--- src/rtl/if_fetch_queue.sv ---
// Fetch queue sitting between the PC register and decode.
// Issues the current PC to the I-cache when a return slot can be reserved,
// tags each request with its PC, collects in-order responses into a small
// FIFO and hands PC/instruction pairs to decode on a valid/ready handshake.
// After a flush, responses still in flight are counted in 'drop' and
// discarded as they return, so they never reach decode.

module if_fetch_queue #(
  parameter int unsigned DEPTH    = 4,
  parameter int unsigned MAX_OUT  = 2,
  parameter logic [31:0] RESET_PC = 32'hBFC0_0000
) (
  input  logic        clk,
  input  logic        rst,
  input  logic        flush,
  input  logic [31:0] pc,
  input  logic        pc_ce,
  output logic        fetch_hold,
  output logic        ic_req,
  output logic [31:0] ic_addr,
  input  logic        ic_ack,
  input  logic        ic_rvalid,
  input  logic [31:0] ic_rdata,
  output logic        id_valid,
  output logic [31:0] id_pc,
  output logic [31:0] id_inst,
  input  logic        id_ready,
  output logic        empty
);

  localparam int AW = $clog2(DEPTH);
  localparam int CW = AW + 1;
  localparam int TW = (MAX_OUT > 1) ? $clog2(MAX_OUT) : 1;

  localparam logic [CW:0]   DEPTH_W   = (CW+1)'(DEPTH);
  localparam logic [CW-1:0] MAX_OUT_C = CW'(MAX_OUT);
  localparam logic [TW-1:0] TAG_LAST  = TW'(MAX_OUT - 1);

  // Counters: entries held, live requests in flight, stale requests in flight.
  logic [CW-1:0] occ, occ_nxt;
  logic [CW-1:0] outs, outs_nxt;
  logic [CW-1:0] drop, drop_nxt;

  // Entry queue pointers; wrap naturally modulo DEPTH.
  logic [AW-1:0] head, head_nxt;
  logic [AW-1:0] tail, tail_nxt;

  // PC tag FIFO pointers; wrap explicitly so MAX_OUT need not be a power of two.
  logic [TW-1:0] tag_rd, tag_rd_nxt;
  logic [TW-1:0] tag_wr, tag_wr_nxt;

  logic [31:0] q_pc   [DEPTH];
  logic [31:0] q_inst [DEPTH];
  logic [31:0] tag_mem [MAX_OUT];

  logic [CW:0] used;
  logic        credit_ok;
  logic        issue;
  logic        rsp_any;
  logic        rsp_stale;
  logic        rsp_live;
  logic        push;
  logic        pop;

  // Slot reservation and handshake decode. Stale requests still hold a
  // return slot, so they count against the credits.
  always_comb begin
    used      = {1'b0, occ} + {1'b0, outs} + {1'b0, drop};
    credit_ok = (used < DEPTH_W);
    ic_req    = pc_ce & ~flush & ~rst & credit_ok & (outs < MAX_OUT_C);
    issue     = ic_req & ic_ack;
    rsp_stale = ic_rvalid & (drop != '0);
    rsp_live  = ic_rvalid & (drop == '0) & (outs != '0);
    rsp_any   = rsp_stale | rsp_live;
    push      = rsp_live & ~flush;
    pop       = id_valid & id_ready & ~flush;
  end

  // Next-state for counters and pointers; flush clears the queue and turns
  // everything still in flight into responses to drop.
  always_comb begin
    occ_nxt    = occ;
    outs_nxt   = outs;
    drop_nxt   = drop;
    head_nxt   = head;
    tail_nxt   = tail;
    tag_rd_nxt = tag_rd;
    tag_wr_nxt = tag_wr;
    if (flush) begin
      occ_nxt    = '0;
      outs_nxt   = '0;
      drop_nxt   = drop + outs - CW'(rsp_any);
      head_nxt   = '0;
      tail_nxt   = '0;
      tag_rd_nxt = '0;
      tag_wr_nxt = '0;
    end else begin
      occ_nxt  = occ + CW'(push) - CW'(pop);
      outs_nxt = outs + CW'(issue) - CW'(rsp_live);
      drop_nxt = drop - CW'(rsp_stale);
      if (push) tail_nxt = tail + AW'(1);
      if (pop)  head_nxt = head + AW'(1);
      if (rsp_live) tag_rd_nxt = (tag_rd == TAG_LAST) ? '0 : tag_rd + TW'(1);
      if (issue)    tag_wr_nxt = (tag_wr == TAG_LAST) ? '0 : tag_wr + TW'(1);
    end
  end

  // Control state register; reset wins over flush.
  always_ff @(posedge clk) begin
    if (rst) begin
      occ    <= '0;
      outs   <= '0;
      drop   <= '0;
      head   <= '0;
      tail   <= '0;
      tag_rd <= '0;
      tag_wr <= '0;
    end else begin
      occ    <= occ_nxt;
      outs   <= outs_nxt;
      drop   <= drop_nxt;
      head   <= head_nxt;
      tail   <= tail_nxt;
      tag_rd <= tag_rd_nxt;
      tag_wr <= tag_wr_nxt;
    end
  end

  // Remember the PC of every accepted request until its response returns.
  always_ff @(posedge clk) begin
    if (issue) tag_mem[tag_wr] <= pc;
  end

  // Write a live response, paired with its tag, into the queue tail.
  always_ff @(posedge clk) begin
    if (push) begin
      q_pc[tail]   <= tag_mem[tag_rd];
      q_inst[tail] <= ic_rdata;
    end
  end

  // Decode-facing outputs come straight from the head entry.
  always_comb begin
    id_valid   = (occ != '0);
    id_pc      = id_valid ? q_pc[head]   : RESET_PC;
    id_inst    = id_valid ? q_inst[head] : 32'h0;
    fetch_hold = ~issue;
    ic_addr    = pc;
    empty      = (occ == '0) & (outs == '0) & (drop == '0);
  end

`ifndef SYNTHESIS
  // Protocol and bookkeeping sanity checks.
  always @(posedge clk) begin
    if (!rst) begin
      assert (!(ic_rvalid && outs == '0 && drop == '0));
      assert (occ <= CW'(DEPTH));
      assert (outs <= MAX_OUT_C);
    end
  end
`endif

endmodule

--- config.mk ---
export PLATFORM = sky130hd
export DESIGN_NAME = if_fetch_queue
export DESIGN_NICKNAME = d
export VERILOG_FILES = /design/src/rtl/if_fetch_queue.sv
export SDC_FILE = /design/constraint.sdc
export NUM_CORES = 1
export LEC_CHECK = 0
export CAP_MARGIN = 40
export CORE_MARGIN = 4
export CORE_UTILIZATION = 35
export CTS_BUF_LIST = sky130_fd_sc_hd__clkbuf_8
export CTS_CLUSTER_DIAMETER = 150
export DETAILED_ROUTE_END_ITERATION = 10
export PLACE_DENSITY = 0.53
export SLEW_MARGIN = 20
export SYNTH_ARGS = -nofsm -noshare
export SYNTH_HDL_FRONTEND = slang
export SYNTH_SLANG_ARGS = --single-unit
--- constraint.sdc ---
create_clock -name clk -period 5.6 [get_ports clk]
set_input_delay 1.12 -clock clk [delete_from_list [all_inputs] [get_ports clk]]
set_output_delay 1.12 -clock clk [all_outputs]
set_load 0.05 [all_outputs]
==> summary.md <==
| Metric | Value |
|---|---|
| Later-pin clock latency in the skew report | between 0.6 and 0.7 ns |
| Slew @ Worst Pin | slightly above 0.8 ns |
| Cells after synthesis | roughly 660 |
| Yosys Warn Count | 0 |
| Crit path arrival time | between 3 and 4 ns |
| Crit end category | output pin |
| GRT Util Overall | 0.132 |
| Clk sinks | 338 |
| PD cells | 308 nW/um^2 |
| Die X | approximately 200 um |
| Synth top area share | 0.722 |
| Worst path top cell family by delay | buffers and inverters |
| Post-route ant nets | 0 |
| Status | finished, final reports clean |
| Largest net degree at the start of global routing | 44 |
| Most instantiated library cell after synthesis | edfxtp_1 |
| Final TNS setup | 0 ns |
| Final Max Slew Viols | 0 |
| Synth top cells by count | edfxtp_1, and2_1, mux4_2 |
| Wirelength per Cell | a little under 20 um |
| Crit path depth | 8 |
| Row cnt | 71 |
| Tcrit/Tclk final | 0.866 |
| Crit path kind | reg2out |
| Reg-to-reg startpoint | occ[1] |
| Setup ws final | 0.750 ns |
| Layout filler cell count | roughly 3300 |
| CP required | approximately 4.5 ns |
| CP bufs+invs | 3 |
| # nets final | approximately 940 |
| DRT iter0 DRCs | between 150 and 200 |
| First-pass GRT wire length | slightly above 40 mm |
| Postcts setup bufs | 0 |
| Worst Reg-to-Reg Cells | 9 |
| Area grow syn2layout | 24.5% |
| Core area | around 38000 sq um |
| CP Launch Type | register |
| Setup violations, final | 0 |
| Remaining DRCs | 0 |
| Hold Crit Class | reg2reg |
| Worst Path Max Fanout | 5 |
| Port Buffers | 170 |
| Initial core utilization | 0.354 |
| Total Routed Length | 27.2 mm |
| Syn_area_per_cell | about 20 sq um |
| Cell variety after synth | 35 |
| FMAX | between 200 and 250 MHz |
| Relative slew margins | 0.449 |
| Vias per std cell | between 4 and 5 |
| Number of synthesized flops with an enable pin | 320 |
| Place WS | ~1.1 ns |
| Clock tree buffer depth | 3 |
| Clock buffer count from CTS | 56 |
| DRT Pass-1 Iters | 4 |
| Register area share after synthesis | 0.749 |
| DIE AREA | slightly above 40000 sq um |
| Vias | between 6000 and 7000 |
| RSZ-0062 raised after global routing | no |
| Min Clock Period, post-route | just under 5 ns |
| Worst path slowest cell | clkdlybuf4s50_1 |
| CTS root buf | clkbuf_8 |
| Reg clk slew, reported paths | ~0.060 ns |
| Total grt overflow | 0 |
| Initial antenna violation count | 0 |
| Post-synth ARST share | 0 |
| Die Ht | around 200 um |
| Peak VDD IR | approximately 160 uV |
| GPL Wtd Cong | between 0.7 and 0.8 |
| Post-DP HPWL | about 16 mm |
| Netlist Area Pre-Place | 13300 sq um |
| Critical path launch point | occ[1] |
| Hold Vio Cnt, Final | 0 |
| Worst Hold Slack | between 0.5 and 0.6 ns |
| Layout cells sized above 1 | 0.230 |
| CTS tree | done |
| Cts hold-fix bufs | 0 |
| Max_cap viols | 0 |
| Post-cts sizing count | 0 |
| Crit-path cells | inv_1 > fa_1 > or2_2 > fa_1 > nand4_1 > nor3_1 > inv_1 > clkdlybuf4s50_1 |
| Top post-synthesis cells by area | edfxtp_1, mux4_2, and2_1 |
| Antenna diodes | 0 |
| Vias in the first global route | 6935 |
| #FFs+latches synth | between 300 and 400 |
| Worst R2R End | tag_mem[0][22] |
| Area leader, netlist | edfxtp_1 |
| Synthesized Nets | around 750 |
| # IOs | roughly 170 |
| Flop-to-flop setup slack | ~1.9 ns |
| Top FF cell, synth | edfxtp_1 |
| H-tree depth | 2 |
| CP Capture Point | fetch_hold |
| Pleak | between 0.005 and 0.006 uW |
| Largest stage delay on the critical path | 0.73 ns |
| Layout Skew | about 0.03 ns |
## power by group
| group | switching (uW) | internal (uW) |
|---|---|---|
| clock network | 965 | 1080 |
| registers | 8.05 | 2770 |
| logic | 154 | 118 |
| total | 1130 | 3970 |
## worst reg2reg max path: stages, from the launching register on
cell and delay [ns]:
dfxtp_1 0.42, inv_1 0.12, fa_1 0.47, or2_2 0.32
fa_1 0.51, nand4_1 0.13, nor3_1 0.26, inv_1 0.16
nor2_4 0.47, buf_4 0.44
## layout make-up
| cell class | instances | area [sq um] | share of cell area |
|---|---|---|---|
| clock inverters | 46 | 267 | 0.0161 |
| flip-flops and latches | 338 | 9980 | 0.602 |
| well taps | 511 | 639 | 0.0386 |
| inverters | 17 | 63.8 | 0.00385 |
| repair buffers | 187 | 1900 | 0.115 |
| multi-input cells | 247 | 2930 | 0.177 |
| clock buffers | 57 | 785 | 0.0474 |
## stage by stage
step	area, sq um	power (uW)	instances	utilization
after global placement	15400	3110	1296	0.410
after detailed placement	15500	3110	1300	0.413
final	16600	5100	1403	0.441
after CTS	16600	5190	1403	0.441
after global routing	16600	5320	1403	0.441
after floorplan	13300	3000	661	-
## cell usage in the layout (no fill, tap or decap), types with 2 or more instances in the layout
master,n
buf_4,12
clkbuf_8,57
a21oi_1,7
edfxtp_1,320
mux2_2,32
dfxtp_4,2
nand2_1,2
fa_1,6
or2_2,10
bufinv_16,3
clkdlybuf4s50_1,170
ha_1,14
o21ai_0,3
and2_1,60
xor2_1,2
dfxtp_1,15
buf_12,4
clkinv_2,9
and2_4,4
or3_1,4
clkinv_1,19
mux4_2,64
xnor2_1,5
inv_1,30
nor3_1,4
nor2_1,14
o31ai_1,2
## routing by layer
layer	up-vias	track usage	part of all wire
met5	-	0	0
met2	178	0.216	0.48
met4	0	0.0512	0.027
met3	59	0.0310	0.053
li1	2952	-	-
met1	3290	0.171	0.44
## worst min-delay path by stage
stage,startpoint,endpoint,slack (ns),cells past startpoint
6_report,tail[1],tail[1],0.50,2
5_1_grt,tail[1],tail[1],0.54,2
4_1_cts,tail[1],tail[1],0.51,2
3_5_place_dp,tail[1],tail[1],0.50,2
3_3_place_gp,tail[1],tail[1],0.49,2
2_1_floorplan,tag_wr,tag_wr,0.47,2
## cell families (layout without fill, tap and decap cells)
family,count (synthesis),after routing,share of synthesized area
AO/OA/AOI/OAI,16,16,0.00733
XOR/XNOR,8,8,0.00639
adder cells (fa/ha/maj),20,20,0.0222
buffers and inverters,76,307,0.0321
flip-flops,338,338,0.749
multiplexers,97,97,0.136
AND/OR/NAND/NOR,106,106,0.0468
## flip-flops by register name, indices dropped and copies added (netlist names), named ones only
signal / flops
tag_rd: 1
outs: 3
tag_wr: 1
q_inst: 128
drop: 3
q_pc: 128
tag_mem: 64
head: 2
tail: 2
occ: 3
Power figures use the tool's default switching activity.
